**src/rtl/pia_dsp_uart_tx_pkg.sv**
```systemverilog
// Shared types and constants for the PIA display-port UART transmitter.
package pia_dsp_uart_tx_pkg;

  localparam int unsigned DEFAULT_CLKS_PER_BIT = 434;

  localparam logic [6:0] ASCII_CR = 7'h0D;
  localparam logic [6:0] ASCII_LF = 7'h0A;

  typedef enum logic [4:0] {
    S_IDLE    = 5'b00001,
    S_START   = 5'b00010,
    S_DATA    = 5'b00100,
    S_STOP    = 5'b01000,
    S_RELEASE = 5'b10000
  } state_t;

endpackage

```
**src/rtl/pia_dsp_uart_tx_baud_gen.sv**
```systemverilog
// Baud counter: counts 0..CLKS_PER_BIT-1, one-cycle tick on terminal count.
module dsp_baud_gen
  import pia_dsp_uart_tx_pkg::*;
#(
  parameter int unsigned CLKS_PER_BIT = DEFAULT_CLKS_PER_BIT,
  parameter int unsigned CNT_W        = 16
) (
  input  logic clk,
  input  logic reset,
  input  logic clear_i,
  output logic tick_o
);

  localparam logic [CNT_W-1:0] TERM = CNT_W'(CLKS_PER_BIT - 1);

  logic [CNT_W-1:0] cnt_q, cnt_d;

  always_comb begin
    cnt_d = cnt_q + 1'b1;
    if (clear_i || (cnt_q == TERM)) cnt_d = '0;
  end

  assign tick_o = !clear_i && (cnt_q == TERM);

  always_ff @(posedge clk or posedge reset) begin
    if (reset) cnt_q <= '0;
    else       cnt_q <= cnt_d;
  end

endmodule

```
**src/rtl/pia_dsp_uart_tx.sv**
```systemverilog
// Apple-1 PIA display-port consumer: 4-phase handshake in, 8N1 UART out.
// Define DSP_UART_CRLF_EN to follow every CR with an automatic LF frame.
module pia_dsp_uart_tx
  import pia_dsp_uart_tx_pkg::*;
#(
  parameter int unsigned CLKS_PER_BIT = DEFAULT_CLKS_PER_BIT,
  parameter int unsigned CNT_W        = 16
) (
  input  logic       clk,
  input  logic       reset,
  input  logic       dsp_rdy,
  input  logic [6:0] dsp_data,
  output logic       dsp_ack,
  output logic       txd,
  output logic       busy
);

  state_t     state_q, state_d;
  logic [7:0] shift_q, shift_d;
  logic [2:0] bit_idx_q, bit_idx_d;
  logic       txd_q, txd_d;
  logic       ack_q, ack_d;
  logic       tick;
  logic       baud_clear;
`ifdef DSP_UART_CRLF_EN
  logic       pending_lf_q, pending_lf_d;
`endif

  // Counter is held at zero whenever no frame is in flight, so the start
  // bit always gets a full bit period from the accepting edge.
  assign baud_clear = (state_q == S_IDLE) || (state_q == S_RELEASE);

  dsp_baud_gen #(
    .CLKS_PER_BIT(CLKS_PER_BIT),
    .CNT_W       (CNT_W)
  ) u_baud (
    .clk    (clk),
    .reset  (reset),
    .clear_i(baud_clear),
    .tick_o (tick)
  );

  always_comb begin
    state_d   = state_q;
    shift_d   = shift_q;
    bit_idx_d = bit_idx_q;
    txd_d     = txd_q;
    ack_d     = ack_q;
`ifdef DSP_UART_CRLF_EN
    pending_lf_d = pending_lf_q;
`endif
    unique case (state_q)
      S_IDLE: begin
        if (dsp_rdy) begin
          shift_d = {1'b0, dsp_data};
          ack_d   = 1'b1;
          txd_d   = 1'b0;
          state_d = S_START;
`ifdef DSP_UART_CRLF_EN
          pending_lf_d = (dsp_data == ASCII_CR);
`endif
        end
      end
      S_START: begin
        if (tick) begin
          bit_idx_d = '0;
          txd_d     = shift_q[0];
          state_d   = S_DATA;
        end
      end
      S_DATA: begin
        if (tick) begin
          if (bit_idx_q == 3'd7) begin
            txd_d   = 1'b1;
            state_d = S_STOP;
          end else begin
            bit_idx_d = bit_idx_q + 3'd1;
            txd_d     = shift_q[bit_idx_q + 3'd1];
          end
        end
      end
      S_STOP: begin
        if (tick) begin
`ifdef DSP_UART_CRLF_EN
          if (pending_lf_q) begin
            pending_lf_d = 1'b0;
            shift_d      = {1'b0, ASCII_LF};
            txd_d        = 1'b0;
            state_d      = S_START;
          end else begin
            ack_d   = 1'b0;
            state_d = S_RELEASE;
          end
`else
          ack_d   = 1'b0;
          state_d = S_RELEASE;
`endif
        end
      end
      S_RELEASE: begin
        if (!dsp_rdy) state_d = S_IDLE;
      end
      default: begin
        state_d = S_IDLE;
        txd_d   = 1'b1;
        ack_d   = 1'b0;
      end
    endcase
  end

  always_ff @(posedge clk or posedge reset) begin
    if (reset) begin
      state_q   <= S_IDLE;
      shift_q   <= '0;
      bit_idx_q <= '0;
      txd_q     <= 1'b1;
      ack_q     <= 1'b0;
    end else begin
      state_q   <= state_d;
      shift_q   <= shift_d;
      bit_idx_q <= bit_idx_d;
      txd_q     <= txd_d;
      ack_q     <= ack_d;
    end
  end

`ifdef DSP_UART_CRLF_EN
  always_ff @(posedge clk or posedge reset) begin
    if (reset) pending_lf_q <= 1'b0;
    else       pending_lf_q <= pending_lf_d;
  end
`endif

  assign txd     = txd_q;
  assign dsp_ack = ack_q;
  assign busy    = (state_q != S_IDLE);

endmodule

```
**config.mk**
```make
export PLATFORM = sky130hd
export DESIGN_NAME = pia_dsp_uart_tx
export DESIGN_NICKNAME = d
export VERILOG_FILES = /design/src/rtl/pia_dsp_uart_tx_pkg.sv /design/src/rtl/pia_dsp_uart_tx_baud_gen.sv /design/src/rtl/pia_dsp_uart_tx.sv
export SDC_FILE = /design/constraint.sdc
export NUM_CORES = 1
export LEC_CHECK = 0
export CAP_MARGIN = 20
export CELL_PAD_IN_SITES_DETAIL_PLACEMENT = 0
export CELL_PAD_IN_SITES_GLOBAL_PLACEMENT = 1
export CORE_AREA = 2 2 74 62
export CTS_BUF_LIST = sky130_fd_sc_hd__clkbuf_16
export DETAILED_ROUTE_END_ITERATION = 8
export DIE_AREA = 0 0 76 64
export GPL_TIMING_DRIVEN = 0
export PLACE_DENSITY_LB_ADDON = 0.1
export SLEW_MARGIN = 20
export SYNTH_ARGS = -nofsm -noshare
export SYNTH_HDL_FRONTEND = slang
export SYNTH_SLANG_ARGS = --single-unit
```
**constraint.sdc**
```tcl
create_clock -name clk -period 2.1 [get_ports clk]
set_clock_uncertainty 0.05 [all_clocks]
set_input_delay 0.21 -clock clk [delete_from_list [all_inputs] [get_ports clk]]
set_output_delay 0.21 -clock clk [all_outputs]
set_load 0.05 [all_outputs]
```
==> results of run 1 <==
[stage by stage]
| stage | power, mW | area [µm²] |
|---|---|---|
| finish | 2.343 | 2147 |
| global route | 2.493 | 2147 |
| CTS | 2.371 | 2140 |
| detailed placement | 1.702 | 2004 |
| global placement | 1.682 | 2004 |
| floorplan | 1.489 | 1813 |
[power by group]
| part | leakage (nW) | switching [mW] | internal (mW) | total, mW |
|---|---|---|---|---|
| Combinational | 0.405 | 0.446 | 0.331 | 0.778 |
| Clock | 0.0776 | 0.233 | 0.425 | 0.658 |
| Sequential | 0.432 | 0.116 | 0.792 | 0.908 |
[placed cells by master (no fill, tap or decap), types with 2 or more instances in the layout]
| master | Yosys | final |
|---|---|---|
| sky130_fd_sc_hd__nor4_1 | 2 | 2 |
| sky130_fd_sc_hd__clkbuf_16 | 0 | 5 |
| sky130_fd_sc_hd__nand4_1 | 5 | 5 |
| sky130_fd_sc_hd__clkdlybuf4s50_1 | 0 | 11 |
| sky130_fd_sc_hd__nand2_1 | 10 | 10 |
| sky130_fd_sc_hd__nor4bb_1 | 2 | 2 |
| sky130_fd_sc_hd__xor2_1 | 7 | 7 |
| sky130_fd_sc_hd__a22o_1 | 3 | 3 |
| sky130_fd_sc_hd__o211ai_1 | 2 | 2 |
| sky130_fd_sc_hd__o21ai_0 | 6 | 6 |
| sky130_fd_sc_hd__nor3b_1 | 2 | 2 |
| sky130_fd_sc_hd__buf_2 | 3 | 3 |
| sky130_fd_sc_hd__mux2_2 | 8 | 8 |
| sky130_fd_sc_hd__a31oi_1 | 2 | 2 |
| sky130_fd_sc_hd__or3_1 | 4 | 4 |
| sky130_fd_sc_hd__a21oi_1 | 6 | 6 |
| sky130_fd_sc_hd__nor4b_1 | 2 | 2 |
| sky130_fd_sc_hd__dfrtp_1 | 31 | 31 |
| sky130_fd_sc_hd__nand4b_1 | 3 | 3 |
| sky130_fd_sc_hd__nand3_1 | 8 | 8 |
| sky130_fd_sc_hd__nor3_1 | 3 | 3 |
| sky130_fd_sc_hd__xnor2_1 | 5 | 5 |
| sky130_fd_sc_hd__nor2_1 | 20 | 20 |
| sky130_fd_sc_hd__ha_1 | 4 | 4 |
| sky130_fd_sc_hd__mux2i_1 | 3 | 3 |
| sky130_fd_sc_hd__dfstp_2 | 2 | 2 |
| sky130_fd_sc_hd__inv_1 | 6 | 8 |
[worst paths after layout]
kind                         startpoint              end  depth (start not counted)
hold / removal                    reset       shift_q[2]                          2
setup reg to reg           bit_idx_q[0]              txd                          5
setup / recovery             state_q[3]             busy                          4
min in group clk                    txd              txd                          2
max in group asynchronous         reset  u_baud.cnt_q[9]                          2
hold reg to reg                     txd              txd                          2
[critical path: stages (launching register included)]
cell and delay (ns):
sky130_fd_sc_hd__dfrtp_1 0.45, sky130_fd_sc_hd__buf_2 0.26, sky130_fd_sc_hd__nor2_1 0.09, sky130_fd_sc_hd__nand3_1 0.14, sky130_fd_sc_hd__dlygate4sd2_1 0.54
[layer usage]
| layer | vias up | routed length [µm] |
|---|---|---|
| met4 | 0 | 33 |
| met1 | 696 | 1814 |
| li1 | 668 | - |
| met2 | 37 | 1698 |
| met3 | 4 | 148 |
| met5 | - | 0 |
[sequential cells by signal, summed over array words and instances, names as in the netlist]
| signal | cells |
|---|---|
| txd | 1 |
| state_q | 5 |
| dsp_ack | 1 |
| shift_q | 7 |
| bit_idx_q | 3 |
| u_baud.cnt_q | 16 |
[Yosys cell counts, types with 3 or more instances]
cell type,number
sky130_fd_sc_hd__dfrtp_1,31
sky130_fd_sc_hd__nor2_1,20
sky130_fd_sc_hd__nand2_1,10
sky130_fd_sc_hd__mux2_2,8
sky130_fd_sc_hd__nand3_1,8
sky130_fd_sc_hd__xor2_1,7
sky130_fd_sc_hd__a21oi_1,6
sky130_fd_sc_hd__inv_1,6
sky130_fd_sc_hd__o21ai_0,6
sky130_fd_sc_hd__nand4_1,5
sky130_fd_sc_hd__xnor2_1,5
sky130_fd_sc_hd__ha_1,4
sky130_fd_sc_hd__or3_1,4
sky130_fd_sc_hd__a22o_1,3
sky130_fd_sc_hd__buf_2,3
sky130_fd_sc_hd__mux2i_1,3
sky130_fd_sc_hd__nand4b_1,3
sky130_fd_sc_hd__nor3_1,3
[timing repair]
action / 4_1_cts / 5_1_grt
pin swaps: 0 / 1
endpoints found under the setup margin: 1 / 13
setup buffers: 0 / 1
resized for setup: 1 / 0
endpoints found under the hold margin: 0 / 0
[layout make-up]
| cell class | count | area, µm² |
|---|---|---|
| Buffer | 5 | 30.03 |
| Sequential cell | 33 | 828.3 |
| Inverter | 6 | 22.52 |
| Clock inverter | 3 | 11.26 |
| Multi-Input combinational cell | 129 | 932.1 |
| Fill cell | 364 | 1926 |
| Tap cell | 57 | 71.32 |
| Timing Repair Buffer | 13 | 126.4 |
| Clock buffer | 5 | 125.1 |
[cells by family (layout without fill, tap and decap cells)]
group | count (synthesis) | in the layout
flip-flops | 33 | 33
XOR/XNOR | 12 | 12
buffers and inverters | 11 | 32
multiplexers | 13 | 13
adder cells (fa/ha/maj) | 4 | 4
AO/OA/AOI/OAI | 28 | 28
AND/OR/NAND/NOR | 72 | 72
==> out/summary.md, run 1 <==
## Detailed routing
- 5 — Initial DRT Pass Iterations
- 3694 µm — Total Routed Length
- 5.598 — routed via count divided by cell count
- 1405 — total number of vias
- 14.72 µm — post-detailed-route wirelength per cell
- 0 — post-route DRC violation count
- 117 — DRC marker count from the first detailed-route iteration
- 0 — count of antenna-violating nets left after detailed routing

## Die
- 4864 µm² — area of the die
- 13 — number of top-level pins
- 44.52% — initial standard-cell utilization of the core
- 4073 µm² — core region area
- 64 µm — Chip Height
- 76 µm — floorplan die width
- 21 — floorplan row count

## STA
- 0.07611 ns — worst path setup slack after routing
- false — setup repair after global routing missed its margin
- 54.18% — slew margin rel.
- 0.6863 ns — Worst Tran Pin Value
- 0 — final number of hold-violating endpoints
- 0 — number of endpoints failing setup at the final stage
- 494.1 MHz — top achievable clock speed
- 96.38% — final critical-path share of the clock period
- 2.024 ns — final period demand of the worst path
- 0 — number of pins exceeding their max-slew limit in the final report
- 0.3235 ns — Hold WS
- 0 ns — setup TNS after final layout

## Yosys
- 100.0% — share of flip-flops with an asynchronous set or reset
- 0 — yosys warns
- simple AND/OR/NAND/NOR gates — main combinational cell family by area after synthesis
- 2.761% — share of synthesized cell area in full adder, half adder and majority cells
- 42.79% — area share of the largest cell type after synthesis
- 8.696% — share of synthesized area spent on multiplexers
- 187 — number of nets in the synthesized netlist
- sky130_fd_sc_hd__dfrtp_1 — most frequently used flop master after synthesis
- sky130_fd_sc_hd__dfrtp_1, sky130_fd_sc_hd__mux2_2, sky130_fd_sc_hd__nor2_1, sky130_fd_sc_hd__xor2_1, sky130_fd_sc_hd__dfstp_2 — cells taking the most area after synthesis
- 173 — Post-Syn Instances
- sky130_fd_sc_hd__dfrtp_1 — cell type with the largest total area after synthesis
- 23.33% — area share of and/or/nand/nor cells after synthesis
- 45.69% — fraction of the yosys area taken by sequential cells
- 0 — count of flip-flops with a built-in enable after synthesis
- 1813 µm² — netlist area before placement
- 5.797% — parity-gate share of the synthesized area counting xor and xnor cells
- 49 — synth unique cells
- 10.84% — Compound-Gate Fraction of Synth Area
- 33 — post-synthesis register bit count
- 10.48 µm² — Avg Synthesized Cell Area

## Clock network
- 0.05 ns — clk slew on worst S/H paths
- done — TritonCTS clock tree
- 0.27 ns — latest clock arrival within the worst-skew pair
- 5 — number of buffers added by the clock tree synthesis step
- sky130_fd_sc_hd__clkbuf_16 — root cell of the clock tree
- 0 — post-cts hold buffer count
- 2 — maximum clock insertion buffer count
- 2 — H-tree level count
- 33 — number of clock sinks seen by CTS

## Flow run
- 0 — number of maximum-capacitance violations

## Pwr
- 0.6177 mV — VDD IR-drop max
- 0.9147 nW — reported leakage power
- 1091 nW/µm² — power density over the cells

## Global routing
- 22.87% — met1 usage in global routing
- 17.06% — overall fraction of global-route tracks in use
- 0 — antenna violations before repair
- 6534 µm — global-route wire length before repair
- met2 — peak-usage layer in the global routing report
- 0 — residual overflow from global routing
- 1388 — via count of the first global-routing pass
- 27.79% — met2 global-route usage
- 34 — largest net degree at the start of global routing
- 3.390% — met3 usage in global routing

## Place
- 0.7863 — Final GP Congestion
- 12 — count of buffers inserted at the top-level ports
- 0.07450 ns — pre-CTS setup slack
- 242 — total instance count after detailed placement
- 2573 µm — HPWL after detailed placement

## Cells and area
- 251 — Final Instance Count excl. Fillers
- 15.98% — proportion of layout cells with a drive suffix above 1
- 18.43% — area added between synthesis and finish
- 0 — final antenna diode count
- 207 — total number of nets in the final design
- 52.72% — utilization of the core after routing

## Worst setup path
- 10 — largest driver fanout on the critical path
- 0.10 ns — Worst R2R Setup Slack
- output pin — endpoint kind of the worst setup timing path
- 1.84 ns — required time at the endpoint of the critical path
- 1.76 ns — arrival time at the worst endpoint
- flip-flop — Critical Path Source Type
- reg2out — WS Path Type

## Hold path
- in2async — HP Class

## Status
- finished, final reports clean — run status

Power figures use the tool's default switching activity.
==> inputs of run 2 (changes only) <==
--- a/config.mk
+++ b/config.mk
@@ -10,6 +10,7 @@
 export CELL_PAD_IN_SITES_GLOBAL_PLACEMENT = 1
 export CORE_AREA = 2 2 74 62
 export CTS_BUF_LIST = sky130_fd_sc_hd__clkbuf_16
+export CTS_CLUSTER_SIZE = 12
 export DETAILED_ROUTE_END_ITERATION = 8
 export DIE_AREA = 0 0 76 64
 export GPL_TIMING_DRIVEN = 0
==> results of run 2 <==
Final layout, timing and power as in run 1 (identical DEF).
